### src/rtl/rv_mem_pkg.sv
// Shared definitions for the data-memory arbiter.
//   DMEM_DEPTH / DMEM_AW : default memory depth (words) and word-index width
//   arb_state_e          : arbiter FSM states
//   port_sel_e           : port-select encoding for the mux and RR pointer
//   dmem_req_t           : request fields bundled for the port mux
package rv_mem_pkg;

  localparam int DMEM_DEPTH = 256;
  localparam int DMEM_AW    = 8;

  typedef enum logic [1:0] {
    ST_ARB    = 2'd0,
    ST_LOCK_A = 2'd1,
    ST_LOCK_B = 2'd2
  } arb_state_e;

  typedef enum logic {
    SEL_A = 1'b0,
    SEL_B = 1'b1
  } port_sel_e;

  typedef struct packed {
    logic        we;
    logic        lock;
    logic [31:0] addr;
    logic [31:0] wdata;
  } dmem_req_t;

endpackage

### src/rtl/dmem_rr_grant2.sv
// Two-requester grant with a round-robin pointer.
//   clk, rst     : clock, synchronous active-high reset (pointer -> SEL_A)
//   req_a, req_b : requests (already masked by the caller for lock/reset)
//   gnt_a, gnt_b : one-hot-or-zero grants, combinational from the requests
// FIXED_PRIO=1 makes A win every conflict; otherwise the pointer port wins and
// the pointer moves to the port that did not just win.
module dmem_rr_grant2
  import rv_mem_pkg::*;
#(
  parameter bit FIXED_PRIO = 1'b0
) (
  input  logic clk,
  input  logic rst,
  input  logic req_a,
  input  logic req_b,
  output logic gnt_a,
  output logic gnt_b
);

  port_sel_e ptr_q;

  always_comb begin
    gnt_a = req_a & (~req_b | FIXED_PRIO | (ptr_q == SEL_A));
    gnt_b = req_b & ~gnt_a;
  end

  always_ff @(posedge clk) begin
    if (rst)        ptr_q <= SEL_A;
    else if (gnt_a) ptr_q <= SEL_B;
    else if (gnt_b) ptr_q <= SEL_A;
  end

endmodule

### src/rtl/dmem_arbiter.sv
// Two-port arbiter in front of a single-ported data memory (async read,
// sync write). Port A = CPU MEM stage, port B = loader/debug DMA.
//   i_clk, i_rst                 : clock, synchronous active-high reset
//   i_x_valid / o_x_ready        : request handshake (ready = accepted now)
//   i_x_we, i_x_lock             : write enable, keep grant after this request
//   i_x_addr, i_x_wdata          : byte address, write data
//   o_x_rsp_valid/err/rdata      : registered response, one cycle after accept
//   o_mem_we/addr/wdata          : memory drive, muxed from the granted port
//   i_mem_rdata                  : combinational memory read data
module dmem_arbiter
  import rv_mem_pkg::*;
#(
  parameter int DEPTH      = DMEM_DEPTH,
  parameter int AW         = DMEM_AW,
  parameter int FIXED_PRIO = 0,
  parameter int LOCK_MAX   = 15
) (
  input  logic        i_clk,
  input  logic        i_rst,
  input  logic        i_a_valid,
  output logic        o_a_ready,
  input  logic        i_a_we,
  input  logic        i_a_lock,
  input  logic [31:0] i_a_addr,
  input  logic [31:0] i_a_wdata,
  output logic        o_a_rsp_valid,
  output logic        o_a_rsp_err,
  output logic [31:0] o_a_rsp_rdata,
  input  logic        i_b_valid,
  output logic        o_b_ready,
  input  logic        i_b_we,
  input  logic        i_b_lock,
  input  logic [31:0] i_b_addr,
  input  logic [31:0] i_b_wdata,
  output logic        o_b_rsp_valid,
  output logic        o_b_rsp_err,
  output logic [31:0] o_b_rsp_rdata,
  output logic        o_mem_we,
  output logic [31:0] o_mem_addr,
  output logic [31:0] o_mem_wdata,
  input  logic [31:0] i_mem_rdata
);

  localparam int CW    = $clog2(LOCK_MAX + 1);
  localparam int WORDS = 1 << AW;

  // Word-aligned and the word index is inside both the memory depth and the
  // AW-bit index space.
  function automatic logic addr_legal(input logic [31:0] addr);
    logic [31:0] widx;
    widx = {2'b00, addr[31:2]};
    return (addr[1:0] == 2'b00) && (widx < 32'(DEPTH)) && (widx < 32'(WORDS));
  endfunction

  arb_state_e     state_q, state_d;
  logic [CW-1:0]  cnt_q, cnt_d;
  dmem_req_t      a_req, b_req, sel_req;
  logic           req_a, req_b, gnt_a, gnt_b, acc;
  logic           a_legal, b_legal;

  assign a_req = '{we: i_a_we, lock: i_a_lock, addr: i_a_addr, wdata: i_a_wdata};
  assign b_req = '{we: i_b_we, lock: i_b_lock, addr: i_b_addr, wdata: i_b_wdata};

  // The lock owner is the only port that may request; nobody is granted
  // while reset is held.
  assign req_a = i_a_valid & ~i_rst & (state_q != ST_LOCK_B);
  assign req_b = i_b_valid & ~i_rst & (state_q != ST_LOCK_A);

  dmem_rr_grant2 #(
    .FIXED_PRIO (FIXED_PRIO != 0)
  ) u_grant (
    .clk   (i_clk),
    .rst   (i_rst),
    .req_a (req_a),
    .req_b (req_b),
    .gnt_a (gnt_a),
    .gnt_b (gnt_b)
  );

  assign acc       = gnt_a | gnt_b;
  assign sel_req   = gnt_b ? b_req : a_req;
  assign a_legal   = addr_legal(i_a_addr);
  assign b_legal   = addr_legal(i_b_addr);

  assign o_a_ready   = gnt_a;
  assign o_b_ready   = gnt_b;
  assign o_mem_addr  = sel_req.addr;
  assign o_mem_wdata = sel_req.wdata;
  assign o_mem_we    = acc & sel_req.we & (gnt_b ? b_legal : a_legal);

  // Lock FSM. While locked, the counter tracks consecutive idle cycles of the
  // owner; the release edge is the one on which it would reach LOCK_MAX, so
  // exactly LOCK_MAX idle cycles are tolerated.
  always_comb begin
    state_d = state_q;
    cnt_d   = cnt_q;
    unique case (state_q)
      ST_ARB: begin
        if (acc && sel_req.lock) state_d = gnt_a ? ST_LOCK_A : ST_LOCK_B;
      end
      ST_LOCK_A, ST_LOCK_B: begin
        if (acc) begin
          cnt_d = '0;
          if (!sel_req.lock) state_d = ST_ARB;
        end else if (cnt_q == CW'(LOCK_MAX - 1)) begin
          cnt_d   = '0;
          state_d = ST_ARB;
        end else begin
          cnt_d = cnt_q + 1'b1;
        end
      end
      default: begin
        state_d = ST_ARB;
        cnt_d   = '0;
      end
    endcase
  end

  always_ff @(posedge i_clk) begin
    if (i_rst) begin
      state_q <= ST_ARB;
      cnt_q   <= '0;
    end else begin
      state_q <= state_d;
      cnt_q   <= cnt_d;
    end
  end

  // Responses: read data is sampled from memory at the accept edge; writes and
  // illegal requests return zero.
  always_ff @(posedge i_clk) begin
    if (i_rst) begin
      o_a_rsp_valid <= 1'b0;
      o_a_rsp_err   <= 1'b0;
      o_a_rsp_rdata <= '0;
      o_b_rsp_valid <= 1'b0;
      o_b_rsp_err   <= 1'b0;
      o_b_rsp_rdata <= '0;
    end else begin
      o_a_rsp_valid <= gnt_a;
      o_a_rsp_err   <= gnt_a & ~a_legal;
      o_a_rsp_rdata <= (gnt_a && a_legal && !i_a_we) ? i_mem_rdata : '0;
      o_b_rsp_valid <= gnt_b;
      o_b_rsp_err   <= gnt_b & ~b_legal;
      o_b_rsp_rdata <= (gnt_b && b_legal && !i_b_we) ? i_mem_rdata : '0;
    end
  end

endmodule

### config.mk
export PLATFORM = sky130hd
export DESIGN_NAME = dmem_arbiter
export DESIGN_NICKNAME = d
export VERILOG_FILES = /design/src/rtl/rv_mem_pkg.sv /design/src/rtl/dmem_rr_grant2.sv /design/src/rtl/dmem_arbiter.sv
export SDC_FILE = /design/constraint.sdc
export NUM_CORES = 1
export LEC_CHECK = 0
export CORE_MARGIN = 10
export CORE_UTILIZATION = 30
export CTS_BUF_LIST = sky130_fd_sc_hd__clkbuf_4 sky130_fd_sc_hd__clkbuf_8 sky130_fd_sc_hd__clkbuf_16
export CTS_CLUSTER_DIAMETER = 120
export DETAILED_ROUTE_END_ITERATION = 12
export PLACE_DENSITY = 0.79
export RECOVER_POWER = 25
export SYNTH_ARGS = -nofsm -noshare
export SYNTH_HDL_FRONTEND = slang
export SYNTH_SLANG_ARGS = --single-unit
### constraint.sdc
create_clock -name i_clk -period 2.8 [get_ports i_clk]
set_input_delay 0.56 -clock i_clk [delete_from_list [all_inputs] [get_ports i_clk]]
set_output_delay 0.56 -clock i_clk [all_outputs]
set_load 0.05 [all_outputs]
==> results of run 1 <==
worst min-delay path: stages (launching register included):
cell	delay [ps]
dfxtp_1	340
nand2_1	60
a21oi_1	50
worst max path at each step:
stage | start | to | slack [ps] | cells after the start
3_3_place_gp | i_b_valid | o_mem_we | -150 | 7
2_1_floorplan | state_q[1]$_SDFFE_PP0P_ | o_mem_addr[23] | 200 | 9
4_1_cts | state_q[1]$_SDFFE_PP0P_ | o_mem_addr[5] | -1 | 9
6_report | state_q[1]$_SDFFE_PP0P_ | o_mem_wdata[27] | 70 | 9
5_1_grt | state_q[1]$_SDFFE_PP0P_ | o_mem_wdata[27] | -10 | 9
3_5_place_dp | i_b_valid | o_mem_we | -170 | 7
cell families (layout without fill, tap and decap cells):
logic type,Yosys count,after routing,share of synthesized area
AO/OA/AOI/OAI,16,16,0.03377
adder cells (fa/ha/maj),5,5,0.01919
buffers and inverters,32,343,0.04336
flip-flops,75,75,0.4605
other,0,2,0
AND/OR/NAND/NOR,305,305,0.4432
per-stage QoR:
step,setup TNS [ps],power [W],utilization,setup slack (ps)
floorplan,0,0.001587,-,200.9
global placement,-5358,0.002043,0.5898,-153.7
detailed placement,-6986,0.002053,0.5898,-173.2
CTS,-1.071,0.003011,0.6220,-1.071
global route,-101.4,0.003128,0.6350,-14.50
finish,0,0.003020,0.6350,71.88
sequential cells by signal, indices dropped and copies added, names as in the netlist:
register and flops:
o_a_rsp_valid 1, u_grant.ptr_q 1, state_q 2, o_b_rsp_valid 1, o_a_rsp_rdata 32, o_b_rsp_err 1, o_b_rsp_rdata 32, o_a_rsp_err 1
cnt_q 4
layout make-up:
cell class	instances	area, sq um	share of cell area
clock inverters	6	95.09	0.01394
diodes	2	5.005	0.0007335
well taps	140	175.2	0.02567
inverters	9	41.29	0.006052
multi-input cells	326	1652	0.2421
repair buffers	318	3219	0.4719
flip-flops and latches	75	1504	0.2204
clock buffers	10	131.4	0.01926
power by group through the flow:
stage	sequential (W)	clock, W	combinational (W)
after floorplan	0.00111	0	0.000472
after global placement	0.00110	0	0.000941
after detailed placement	0.00110	0	0.000951
after CTS	0.00108	0.000949	0.000985
after global routing	0.00108	0.000991	0.00106
final	0.00108	0.000933	0.00101
layer usage:
metal  routed length, microns  up-vias  GRT usage
met5                        0        -          0
met4                      652        0     0.1062
met3                     1992       39     0.1000
met2                     8512      251     0.3527
met1                     6186     1790     0.2021
li1                         -     1982          -
timing repair:
| action | in CTS | in global routing |
|---|---|---|
| cloned | 1 | 2 |
| buffers inserted | 0 | 1 |
| endpoints found under the setup margin | 66 | 47 |
| pin swaps | 0 | 1 |
| resized for setup | 25 | 22 |
| hold buffers | 0 | 0 |
layout by cell type, fill, tap and decap left out, types with 2 or more instances in the layout:
cell type        instances
clkbuf_16                2
a21oi_1                  4
inv_1                    8
bufinv_16                2
nor4_4                   2
or3_4                    2
nand2_1                197
diode_2                  2
clkdlybuf4s50_1        234
buf_4                   42
a31oi_1                  3
and2_1                  64
ha_1                     5
dfxtp_2                  2
buf_6                   32
nand3_1                  2
dfxtp_1                 73
inv_6                    2
buf_12                   5
nor4_1                  10
clkbuf_8                 9
nand4_1                  5
nor4_2                   3
nor2_1                   9
o211ai_1                 2
clkinv_4                 2
==> summary.md, run 1 <==
| Metric | Value |
|---|---|
| Fraction of layout cells with a size suffix above 1 | `0.1505` |
| Dominant synthesized flop cell | `dfxtp_1` |
| Antenna violations before repair | `2` |
| Placed cell area | `6337 sq um` |
| Row count | `38` |
| Post-Syn Instances | `433` |
| Fin Hold WS | `491.5 ps` |
| Core area | `10750 sq um` |
| Sink Count | `75` |
| Area grow syn2layout | `109.2%` |
| Layout Nets | `912` |
| Worst slew margin | `0.5969` |
| GRT Overall Usage | `0.2060` |
| CP arrival | `2170 ps` |
| Worst vdd ir | `462.3 uV` |
| Cell internal pwr | `0.002031 W` |
| Initial Utilization | `0.3034` |
| Largest net degree at the start of global routing | `36` |
| Switch Pwr | `0.0009895 W` |
| Worst reg2reg path depth | `8` |
| Syn_nets | `606` |
| Leading post-synthesis cells by cell area | `dfxtp_1 (46%), nand2_1 (23%), and2_1 (12%)` |
| # DRC | `0` |
| Netlist Area Pre-Place | `3261 sq um` |
| Die Area | `15440 sq um` |
| Final period utilization | `0.9743` |
| Combinational power share | `0.334` |
| Port Buffers | `302` |
| Static leakage | `3.019 nW` |
| Vias in the first global route | `4204` |
| Netlist cell types | `35` |
| Die Width | `124.3 microns` |
| Yosys warnings | `0` |
| Seq/Total Area, Yosys | `0.4605` |
| Top-Level Pins | `303` |
| WHS Endpoint | `cnt_q[0]$_SDFFE_PP0N_` |
| Clock tree buffer depth | `2` |
| Fin cells | `886` |
| Post-synth top area share | `0.4605` |
| Hpwl dp | `14520 microns` |
| Power per standard cell area | `442.7 nW/um^2` |
| Vias | `4062` |
| Root Driver | `clkbuf_8` |
| FF-to-FF End | `o_b_rsp_rdata[19]$_SDFF_PP0_` |
| Max Fanout on Critical Path | `15` |
| Worst-Skew Late Latency | `350 ps` |
| RSZ-0062 raised after global routing | `true` |
| CTS tree | `yes` |
| Post-synth EDFFs | `0` |
| Post-synth top area cell | `dfxtp_1` |
| Final Hold Viols | `0` |
| Sw Ratio | `0.3276` |
| DR WL/cell | `19.58 microns` |
| WP data required | `2240 ps` |
| Register share of total power | `0.357` |
| H-tree depth | `3` |
| Synth top cells by count | `nand2_1 (197), dfxtp_1 (75), and2_1 (64)` |
| Max cap viols | `0` |
| CP max-delay cell | `or3_4` |
| Via density | `4.585` |
| Mapped Avg Cell Area | `7.530 sq um` |
| Post-synthesis register bit count | `75` |
| Fillers | `901` |
| Total CTS buffers | `9` |
| Reg2reg setup slack | `650 ps` |
| Most frequent cell after synthesis | `nand2_1` |
| Number of DRC markers in iteration 0 | `235` |
| Crit-path leading delay family | `simple AND/OR/NAND/NOR gates` |
| FF-to-FF Start | `state_q[1]$_SDFFE_PP0P_` |
| Final setup fails | `0` |
| Slew Viols, Final | `0` |
| Final critical-path required period | `2728 ps` |
| Worst hold path type | `flip-flop to flip-flop` |
| Worst Clk Skew | `8.712 ps` |
| Async set or reset register ratio after synthesis | `0` |
| Global route total overflow | `0` |
| Status | `finished clean` |
| Startpoint types | `flip-flop` |
| Hold Path Stages | `2` |
| Crit path cell chain | `inv_1 -> ha_1 -> nand2b_4 -> or3_4 -> inv_8 -> clkbuf_16 -> nand2_1 -> nand2_1 -> buf_4` |
| WS Path Type | `flip-flop to output port` |
| Placed insts | `864` |
| Max Clock Freq | `366.6 MHz` |
| Clock-pin slew on the worst setup and hold paths | `80 ps` |
| DRT Pass-1 Iters | `4` |
| Routed Antenna Nets | `0` |
| Die Ht | `124.3 microns` |
| Clock share of power | `0.309` |
| Worst hold start | `cnt_q[0]$_SDFFE_PP0N_` |
| Crit path capture type | `output port` |
| Design Area, Final | `6823 sq um` |
| Post-Route WL | `17340 microns` |
| Crit path top cell by count | `nand2_1` |
| Global-route wire length before repair | `25090 microns` |
| CP max stage delay | `440 ps` |
| Slew @ Worst Pin | `601.9 ps` |
| GP Congestion | `0.9453` |
| CP bufs+invs | `4` |
Note: power is estimated with default switching activity, not from simulation.
==> inputs of run 2 (changes only) <==
--- a/config.mk
+++ b/config.mk
@@ -12,6 +12,7 @@
 export DETAILED_ROUTE_END_ITERATION = 12
 export PLACE_DENSITY = 0.79
 export RECOVER_POWER = 25
+export REMOVE_ABC_BUFFERS = 1
 export SYNTH_ARGS = -nofsm -noshare
 export SYNTH_HDL_FRONTEND = slang
 export SYNTH_SLANG_ARGS = --single-unit
==> run 2 against run 1 <==
Clock power is 8.6% lower. Global-route usage is 1.6 points higher. First-iteration DRC count is 16% lower. Non-clock buffer count is 2 higher. Maximum frequency is 1.1% lower. Via count is 0.15% higher. Register-to-register slack better by 30 ps. Total power is 4.9% higher. Final cell count stayed put.
==> summary.md, run 2 (synthesis gave the netlist of run 1 again) <==
| Metric | Value |
|---|---|
| Reg2reg setup slack | `680 ps (+30 ps)` |
| Placed insts | `869 (+0.58%)` |
| Commonest cells after routing, fill and taps aside | `clkdlybuf4s50_1 (234), nand2_1 (192), dfxtp_1 (73), buf_12 (72), and2_1 (64)` |
| Static leakage | `3.261 nW (+8.0%)` |
| Worst vdd ir | `337.1 uV (-27%)` |
| DRT Pass-1 Iters | `4 (unchanged)` |
| H-tree depth | `3 (unchanged)` |
| Worst hold start | `cnt_q[0]$_SDFFE_PP0N_` |
| Routed Antenna Nets | `0 (unchanged)` |
| GRT Overall Usage | `0.2223 (+0.01631)` |
| Via density | `4.591 (+0.15%)` |
| Fin cells | `886 (unchanged)` |
| Initial Utilization | `0.3034 (unchanged)` |
| Row count | `38 (unchanged)` |
| GP Congestion | `0.9468 (+0.16%)` |
| Antenna violations before repair | `0 (-2)` |
| CTS tree | `yes` |
| Slew Viols, Final | `0 (unchanged)` |
| Clock-pin slew on the worst setup and hold paths | `80 ps (about the same)` |
| Startpoint types | `input pin` |
| Hold Path Stages | `2 (unchanged)` |
| Commonest non-fill, non-tap cell in the layout | `clkdlybuf4s50_1` |
| Post-Route WL | `18180 microns (+4.8%)` |
| FF-to-FF End | `o_b_rsp_rdata[14]$_SDFF_PP0_` |
| Ant diodes | `0 (-2)` |
| # DRC | `0 (unchanged)` |
| Design Area, Final | `7492 sq um (+9.8%)` |
| Setup bufs post-CTS | `0 (unchanged)` |
| Die Width | `124.3 microns (unchanged)` |
| Crit path top cell by count | `buf_12` |
| Vias | `4068 (+0.15%)` |
| Die Ht | `124.3 microns (unchanged)` |
| Final period utilization | `0.9854 (+0.01103)` |
| Die Area | `15440 sq um (unchanged)` |
| RSZ-0062 raised after global routing | `true` |
| Vias in the first global route | `4113 (-2.2%)` |
| Crit path cell chain | `clkdlybuf4s50_1 -> nor3b_2 -> or3_4 -> inv_8 -> buf_12 -> a32o_2 -> buf_12` |
| Placed cell area | `7201 sq um (+14%)` |
| Max Fanout on Critical Path | `21 (+6)` |
| Area grow syn2layout | `129.8%` |
| FF-to-FF Start | `state_q[1]$_SDFFE_PP0P_` |
| Total CTS buffers | `9 (unchanged)` |
| Final Hold Viols | `0 (unchanged)` |
| Final critical-path required period | `2759 ps (+30.88 ps)` |
| Max cap viols | `0 (unchanged)` |
| DR WL/cell | `20.51 microns (+4.8%)` |
| Number of DRC markers in iteration 0 | `197 (-16%)` |
| Global-route wire length before repair | `27020 microns (+7.7%)` |
| Worst Clk Skew | `9.919 ps (+1.207 ps)` |
| Crit-path leading delay family | `buffers and inverters` |
| Sink Count | `75 (unchanged)` |
| Power per standard cell area | `422.7 nW/um^2 (-4.5%)` |
| Worst slew margin | `0.5490 (-0.04793)` |
| CP arrival | `2200 ps (+30 ps)` |
| Layout Nets | `914 (+0.22%)` |
| Final setup fails | `0 (unchanged)` |
| Core area | `10750 sq um (unchanged)` |
| Hold-fix buffers, CTS | `0 (unchanged)` |
| Clock tree buffer depth | `2 (unchanged)` |
| Regs by FF count | `o_a_rsp_rdata (32), o_b_rsp_rdata (32), cnt_q (4)` |
| CP max stage delay | `440 ps (about the same)` |
| Hpwl dp | `15380 microns (+5.9%)` |
| CP bufs+invs | `4 (unchanged)` |
| Max Clock Freq | `362.5 MHz (-1.1%)` |
| Fraction of layout cells with a size suffix above 1 | `0.1568 (+0.006299)` |
| Worst-Skew Late Latency | `340 ps (about the same)` |
| CP max-delay cell | `clkdlybuf4s50_1` |
| Largest net degree at the start of global routing | `49 (+36%)` |
| Top-Level Pins | `303 (unchanged)` |
| Worst reg2reg path depth | `8 (unchanged)` |
| WP data required | `2240 ps (about the same)` |
| Slew @ Worst Pin | `673.4 ps (+71.56 ps)` |
| Global route total overflow | `0 (unchanged)` |
| Root Driver | `clkbuf_8` |
| Fillers | `764 (-15%)` |
| Crit path capture type | `output port` |
| WHS Endpoint | `cnt_q[0]$_SDFFE_PP0N_` |
| WS Path Type | `input pin to output port` |
| Port Buffers | `302 (unchanged)` |
| Status | `finished clean` |
| Worst hold path type | `flip-flop to flip-flop` |
==> run 2: changes by cell type in the layout (fill, tap and decap cells not counted), sizes merged <==
cell,delta
bufinv,-1
clkinvlp,+3
buf,+4
clkinv,-2
diode,-2
clkbuf,-2
==> run 2: final cells by class <==
| class | count | area, sq um | area share |
|---|---|---|---|
| Clock buffer | 10 | 137.6 | 0.01837 |
| Clock inverter | 6 | 72.57 | 0.009686 |
| Inverter | 9 | 41.29 | 0.005511 |
| Multi-Input combinational cell | 326 | 1648 | 0.2199 |
| Sequential cell | 75 | 1504 | 0.2007 |
| Tap cell | 140 | 175.2 | 0.02338 |
| Timing Repair Buffer | 320 | 3914 | 0.5224 |
==> run 2: worst max path at each step <==
| stage | start | to | slack [ps] | cells after the start |
|---|---|---|---|---|
| after floorplan | state_q[0]$_SDFFE_PP0P_ | o_mem_we | -1900 | 6 |
| after global placement | i_b_valid | o_mem_addr[25] | -100 | 8 |
| after detailed placement | i_a_valid | o_mem_addr[4] | -140 | 7 |
| after CTS | i_a_valid | o_mem_wdata[9] | 20 | 8 |
| after global routing | i_a_valid | o_mem_we | -3 | 7 |
| final | i_a_valid | o_mem_we | 40 | 7 |
==> run 2: per-stage QoR <==
stage / TNS (ps) / hold WS, ps / util / setup WS (ps) / power [W]
2_1_floorplan: -114510 / 456.0 / - / -1898 / 0.001579
3_3_place_gp: -3932 / 470.7 / 0.6701 / -97.91 / 0.002303
3_5_place_dp: -6967 / 491.0 / 0.6701 / -141.9 / 0.002320
4_1_cts: 0 / 504.8 / 0.6948 / 24.16 / 0.003186
5_1_grt: -2.978 / 530.1 / 0.6973 / -2.978 / 0.003291
6_report: 0 / 506.7 / 0.6973 / 41.00 / 0.003167
==> run 2: power by group <==
part / switching (W) / internal, W
combinational: 0.000617 / 0.000620
clock: 0.000408 / 0.000445
sequential: 0.00000465 / 0.00107
total: 0.00103 / 0.00214
==> run 2: per-layer routing <==
| layer | part of all wire | GRT usage |
|---|---|---|
| met1 | 0.36 | 0.2216 |
| met2 | 0.54 | 0.4172 |
| met3 | 0.083 | 0.09149 |
| met4 | 0.018 | 0.05072 |
| met5 | 0 | 0 |
==> run 2: repair_timing <==
action / 4_1_cts / 5_1_grt
cloned: 1 / 0
endpoints found under the setup margin: 65 / 13
resized for setup: 11 / 9
==> run 2: worst register-to-register path: cells and delay by family (launching register included) <==
family	cells	cell delay, ps
simple gates	4	1050
flops	1	350
buf+inv	3	460
fa+ha+maj	1	200
==> inputs of run 3 (changes only) <==
==> constraint.sdc (replaced) <==
create_clock -name i_clk -period 3.5 [get_ports i_clk]
set_input_delay 0.7 -clock i_clk [delete_from_list [all_inputs] [get_ports i_clk]]
set_output_delay 0.7 -clock i_clk [all_outputs]
set_load 0.05 [all_outputs]
==> run 3 against run 2 <==
Flip-flop and latch count did not move. Via count fell by 1.1%. Hold slack got worse by 9.5 ps. Combinational power fell by 22%. Final area fell by 2.7%. Die area did not move. Wire length fell by 3.1%. Final cell count fell by 1.2%. Total power fell by 20%. Sequential share of layout area rose by 0.53 points. Highest routed layer unchanged.
==> summary.md, run 3 (synthesis gave the netlist of run 1 again) <==
| Metric | Value |
|---|---|
| FF-to-FF Start | `state_q[1]$_SDFFE_PP0P_` |
| DR WL/cell | `20.13 microns (-1.9%)` |
| Status | `finished clean` |
| Worst hold start | `cnt_q[0]$_SDFFE_PP0N_` |
| Power Total | `0.002527 W (-20%)` |
| Startpoint types | `input pin` |
| Clock share of power | `0.277 (+0.008)` |
| WS Path Type | `input pin to output port` |
| H-tree depth | `3 (unchanged)` |
| Ant diodes | `0 (unchanged)` |
| Clock tree buffer depth | `2 (unchanged)` |
| Power per standard cell area | `346.7 nW/um^2 (-18%)` |
| CTS tree | `yes` |
| Total CTS buffers | `9 (unchanged)` |
| Worst hold path type | `flip-flop to flip-flop` |
| Worst slew margin | `0.6028 (+0.05381)` |
| Register share of total power | `0.341 (about the same)` |
| Die Area | `15440 sq um (unchanged)` |
| Root Driver | `clkbuf_8` |
| Largest net degree at the start of global routing | `42 (-14%)` |
| Slew Viols, Final | `0 (unchanged)` |
| Core area | `10750 sq um (unchanged)` |
| Die Ht | `124.3 microns (unchanged)` |
| Commonest non-fill, non-tap cell in the layout | `nand2_1` |
| CP Launch Point | `i_b_valid` |
| Commonest cells after routing, fill and taps aside | `nand2_1 (197), clkdlybuf4s50_1 (191), dfxtp_1 (75), buf_12 (67), and2_1 (64)` |
| Worst-Skew Late Latency | `340 ps (about the same)` |
| Placed cell area | `7083 sq um (-1.6%)` |
| Post-Route WL | `17610 microns (-3.1%)` |
| DRT Pass-1 Iters | `4 (unchanged)` |
| Port Buffers | `302 (unchanged)` |
| Combinational power share | `0.381 (-0.009)` |
| Vias | `4023 (-1.1%)` |
| Hpwl dp | `15260 microns (-0.81%)` |
| CP max stage delay | `520 ps (+80 ps)` |
| Fillers | `828 (+8.4%)` |
| Global-route wire length before repair | `25740 microns (-4.7%)` |
| Sink Count | `75 (unchanged)` |
| Via density | `4.598 (+0.14%)` |
| Initial Utilization | `0.3034 (unchanged)` |
| GRT Overall Usage | `0.2134 (-0.008831)` |
| Max cap viols | `0 (unchanged)` |
| Switch Pwr | `0.0007933 W (-23%)` |
| Vias in the first global route | `4090 (-0.56%)` |
| Number of DRC markers in iteration 0 | `248 (+26%)` |
| Hold-fix buffers, CTS | `0 (unchanged)` |
| Final Hold Viols | `0 (unchanged)` |
| # DRC | `0 (unchanged)` |
| Setup bufs post-CTS | `0 (unchanged)` |
| Static leakage | `3.328 nW (+2.1%)` |
| RSZ-0062 raised after global routing | `false` |
| Row count | `38 (unchanged)` |
| Layout Nets | `904 (-1.1%)` |
| Sw Ratio | `0.3140 (-0.01106)` |
| Routed Antenna Nets | `0 (unchanged)` |
| Final critical-path required period | `3270 ps` |
| Regs by FF count | `o_a_rsp_rdata (32), o_b_rsp_rdata (32), cnt_q (4)` |
| GP Congestion | `0.8982 (-5.1%)` |
| Post-CTS sizing | `0 (-11)` |
| Clock-pin slew on the worst setup and hold paths | `80 ps (about the same)` |
| CP arrival | `2570 ps (+370 ps)` |
| Worst Clk Skew | `10.93 ps (+1.010 ps)` |
| Area grow syn2layout | `123.5%` |
| Max Fanout on Critical Path | `20 (-4.8%)` |
| Final setup fails | `0 (unchanged)` |
| Max Clock Freq | `305.8 MHz` |
| Die Width | `124.3 microns (unchanged)` |
| CP bufs+invs | `4 (unchanged)` |
| Cell internal pwr | `0.001733 W (-19%)` |
| Slew @ Worst Pin | `594.0 ps (-79.44 ps)` |
| Design Area, Final | `7287 sq um (-2.7%)` |
| Worst vdd ir | `201.6 uV (-40%)` |
| Global route total overflow | `0 (unchanged)` |
| Crit path capture type | `output port` |
| Fraction of layout cells with a size suffix above 1 | `0.1293 (-0.02758)` |
| Crit-path leading delay family | `buffers and inverters` |
| Top-Level Pins | `303 (unchanged)` |
| Crit path cell chain | `clkdlybuf4s50_1 -> nand2b_2 -> or3_2 -> inv_2 -> buf_4 -> nand2_1 -> nand2_1 -> buf_12` |
| WP data required | `2800 ps (+560 ps)` |
| Antenna violations before repair | `0 (unchanged)` |
| CP max-delay cell | `clkdlybuf4s50_1` |
| Final period utilization | `0.9343` |
| Crit path top cell by count | `nand2_1` |
==> run 3: changes by cell type in the layout (fill, tap and decap cells not counted), sizes merged <==
| cell | delta |
|---|---|
| buf | -11 |
| bufinv | +1 |
| clkdlybuf4s50 | -43 |
| clkinv | +1 |
| clkinvlp | -1 |
| dlygate4sd2 | -1 |
| dlygate4sd3 | +44 |
| inv | -1 |
==> run 3: path summary, 6_finish.rpt <==
kind / end / slack, ps / cells after the start
worst min register to register: cnt_q[0]$_SDFFE_PP0N_ / 500 / 2
worst max-delay path: o_mem_wdata[21] / 230 / 8
worst max register to register: o_b_rsp_rdata[15]$_SDFF_PP0_ / 1030 / 8
worst min-delay path: cnt_q[0]$_SDFFE_PP0N_ / 500 / 2
==> run 3: through the flow <==
| stage | hold slack [ps] | utilization | std cells | worst slack (ps) | setup TNS (ps) |
|---|---|---|---|---|---|
| 6_report | 497.3 | 0.6782 | 875 | 229.9 | 0 |
| 5_1_grt | 547.9 | 0.6782 | 875 | 121.0 | 0 |
| 4_1_cts | 496.1 | 0.6790 | 875 | 211.2 | 0 |
| 3_5_place_dp | 484.2 | 0.6592 | 860 | 222.9 | 0 |
| 3_3_place_gp | 472.9 | 0.6592 | 860 | 261.2 | 0 |
| 2_1_floorplan | 456.0 | - | 410 | -1417 | -82790 |
==> run 3: final cells by class <==
type,count,area [sq um],area share
Tap cell,140,175.2,0.02404
Sequential cell,75,1501,0.2060
Multi-Input combinational cell,326,1614,0.2215
Clock inverter,6,88.84,0.01219
Timing Repair Buffer,310,3750,0.5146
Clock buffer,9,123.9,0.01700
Inverter,9,33.78,0.004636
==> run 3: layer usage <==
metal	global-route usage	vias to the layer above	part of all wire
met5	0	-	0
met4	0.05894	0	0.024
met3	0.1055	27	0.10
met2	0.3973	179	0.54
met1	0.2013	1853	0.34
li1	-	1964	-
==> run 3: worst reg2reg max path: stages, from the launching register on <==
cell and delay, ps:
dfxtp_1 370, inv_1 70, ha_1 210, nand2b_2 200, or3_2 490, buf_4 280
nor4_4 280, buf_4 320, and2_1 200
==> run 3: power groups by stage <==
stage	Sequential [W]	Clock, W	Combinational, W
global route	0.000862	0.000749	0.00100
detailed placement	0.000882	0	0.000966
global placement	0.000881	0	0.000952
finish	0.000862	0.000701	0.000964
CTS	0.000862	0.000718	0.000969
floorplan	0.000892	0	0.000371
==> variant: new RTL, config.mk and constraints of run 2 <==
Register the output `o_b_rsp_err` once more; this adds one clock of latency there. The other outputs are not delayed to match.
--- a/src/rtl/dmem_arbiter.sv
+++ b/src/rtl/dmem_arbiter.sv
@@ -45,2 +45,4 @@
   localparam int WORDS = 1 << AW;
+
+  logic o_b_rsp_err_s0;
 
@@ -136,3 +138,3 @@
       o_b_rsp_valid <= 1'b0;
-      o_b_rsp_err   <= 1'b0;
+      o_b_rsp_err_s0 <= 1'b0;
       o_b_rsp_rdata <= '0;
@@ -143,3 +145,3 @@
       o_b_rsp_valid <= gnt_b;
-      o_b_rsp_err   <= gnt_b & ~b_legal;
+      o_b_rsp_err_s0 <= gnt_b & ~b_legal;
       o_b_rsp_rdata <= (gnt_b && b_legal && !i_b_we) ? i_mem_rdata : '0;
@@ -148,2 +150,6 @@
 
+  always_ff @(posedge i_clk) begin
+    o_b_rsp_err <= o_b_rsp_err_s0;
+  end
+
 endmodule
Behaviour: not the same (a bounded check fails within 4 cycles, from zero or initial values and one cycle with i_rst high).
==> variant against run 2 <==
- design area is 2.1% higher
- area after synthesis is 0.61% higher
- die area is 0.51% higher
- via count is 0.88% higher
- first-iteration DRC count is 31% higher
- synthesized cell count is 0.23% higher
- routed wire length is 2.7% lower
- clock skew is 0.0013 ns lower
- sequential cell count is 1 higher
- fmax is 0.71% higher
- power is 4.0% higher
- worst setup slack better by 0.019 ns
==> variant: results (changes against run 2) <==
outcome=complete, no violations; top post-synthesis cells by area=dfxtp_1 (46%), nand2_1 (23%), and2_1 (12%); met1 usage in global routing=21.6% (-0.52 points); sequential cell area=1520 um^2 (+1.3%); metal3 WL=1750 um (+16%); GRT Resource Usage Total=21.4% (-0.87 points); Post-Synth Adder-Cell Area=1.91% (-0.012 points); met3 usage=8.77% (-0.38 points); Largest regs=o_a_rsp_rdata: 32 flops, o_b_rsp_rdata: 32 flops, cnt_q: 4 flops; vias in the first global route=4269 (+3.8%); Final Wtd Congestion=0.899 (-5.0%); reg2reg end=o_b_rsp_rdata[3]; largest fanout on the critical path=9 (-57%); power density cells=431 nW/um^2 (+1.9%); # clock sinks=76 (+1.3%); Min Hold Slack=0.340 ns (-0.167 ns); nets=921 (+0.77%); WHS Path Cells=0 (-2); first-pass GRT wire length=26100 um (-3.5%); fraction of area in multi-input gates=22.0% (-0.024 points); drt initial violations=258 (+31%); Metal-1 WL=6280 um (-4.8%); Tightest Pin Transition=0.590 ns (-0.0837 ns); post-synthesis sequential area ratio=46.4% (+0.33 points); critical path endpoint=o_mem_addr[7]; inverter count=9 (unchanged); Data buffer area share=52.2% (-0.087 points); P_sw=1.04 mW (+1.2%); top post-synthesis cells by count=nand2_1 (197), dfxtp_1 (76), and2_1 (64); largest net degree at the start of global routing=37 (-24%); Clock Skew=0.00863 ns (-0.00128 ns); post-DR wirelength/cell=19.8 um (-3.5%); Clock buf/inv share=3.06% (+0.25 points); peak supply drop=334 uV (-0.94%); crit path DAT=2.18 ns (-0.02 ns); number of fill cells in the layout=770 (+0.79%); Vias/cell=4.60 (about the same); Signal buffers=326 (+1.9%); initial antenna violation count=0 (unchanged); Worst Hold End=o_b_rsp_err
==> variant: cell types whose count changed after synthesis, sizes merged <==
cell          run 2  this run
dfxtp            75        76
==> variant: timing repair <==
| item | 4_1_cts | 5_1_grt |
|---|---|---|
| endpoints found under the setup margin | 66 | 66 |
| resized for setup | 15 | 21 |
| cloned | 1 | 1 |
| pin swaps | 2 | 3 |
| setup buffers | 0 | 2 |
| hold endpoints to repair | 0 | 0 |
==> variant: worst max-delay path: stages <==
cell and delay [ns]:
clkdlybuf4s50_1 0.44, nor3b_2 0.18, or3_4 0.40, clkinv_8 0.11
clkbuf_16 0.16, nand2_1 0.06, nand2_1 0.11, buf_12 0.15
==> variant: through the flow <==
step / cell area, um^2 / instances / worst slack [ns]
final: 7650 / 893 / 0.0604
after global routing: 7650 / 893 / -0.00694
after CTS: 7540 / 890 / 0.000918
after detailed placement: 7230 / 873 / -0.136
after global placement: 7230 / 873 / -0.0788
after floorplan: 3170 / 411 / -1.90
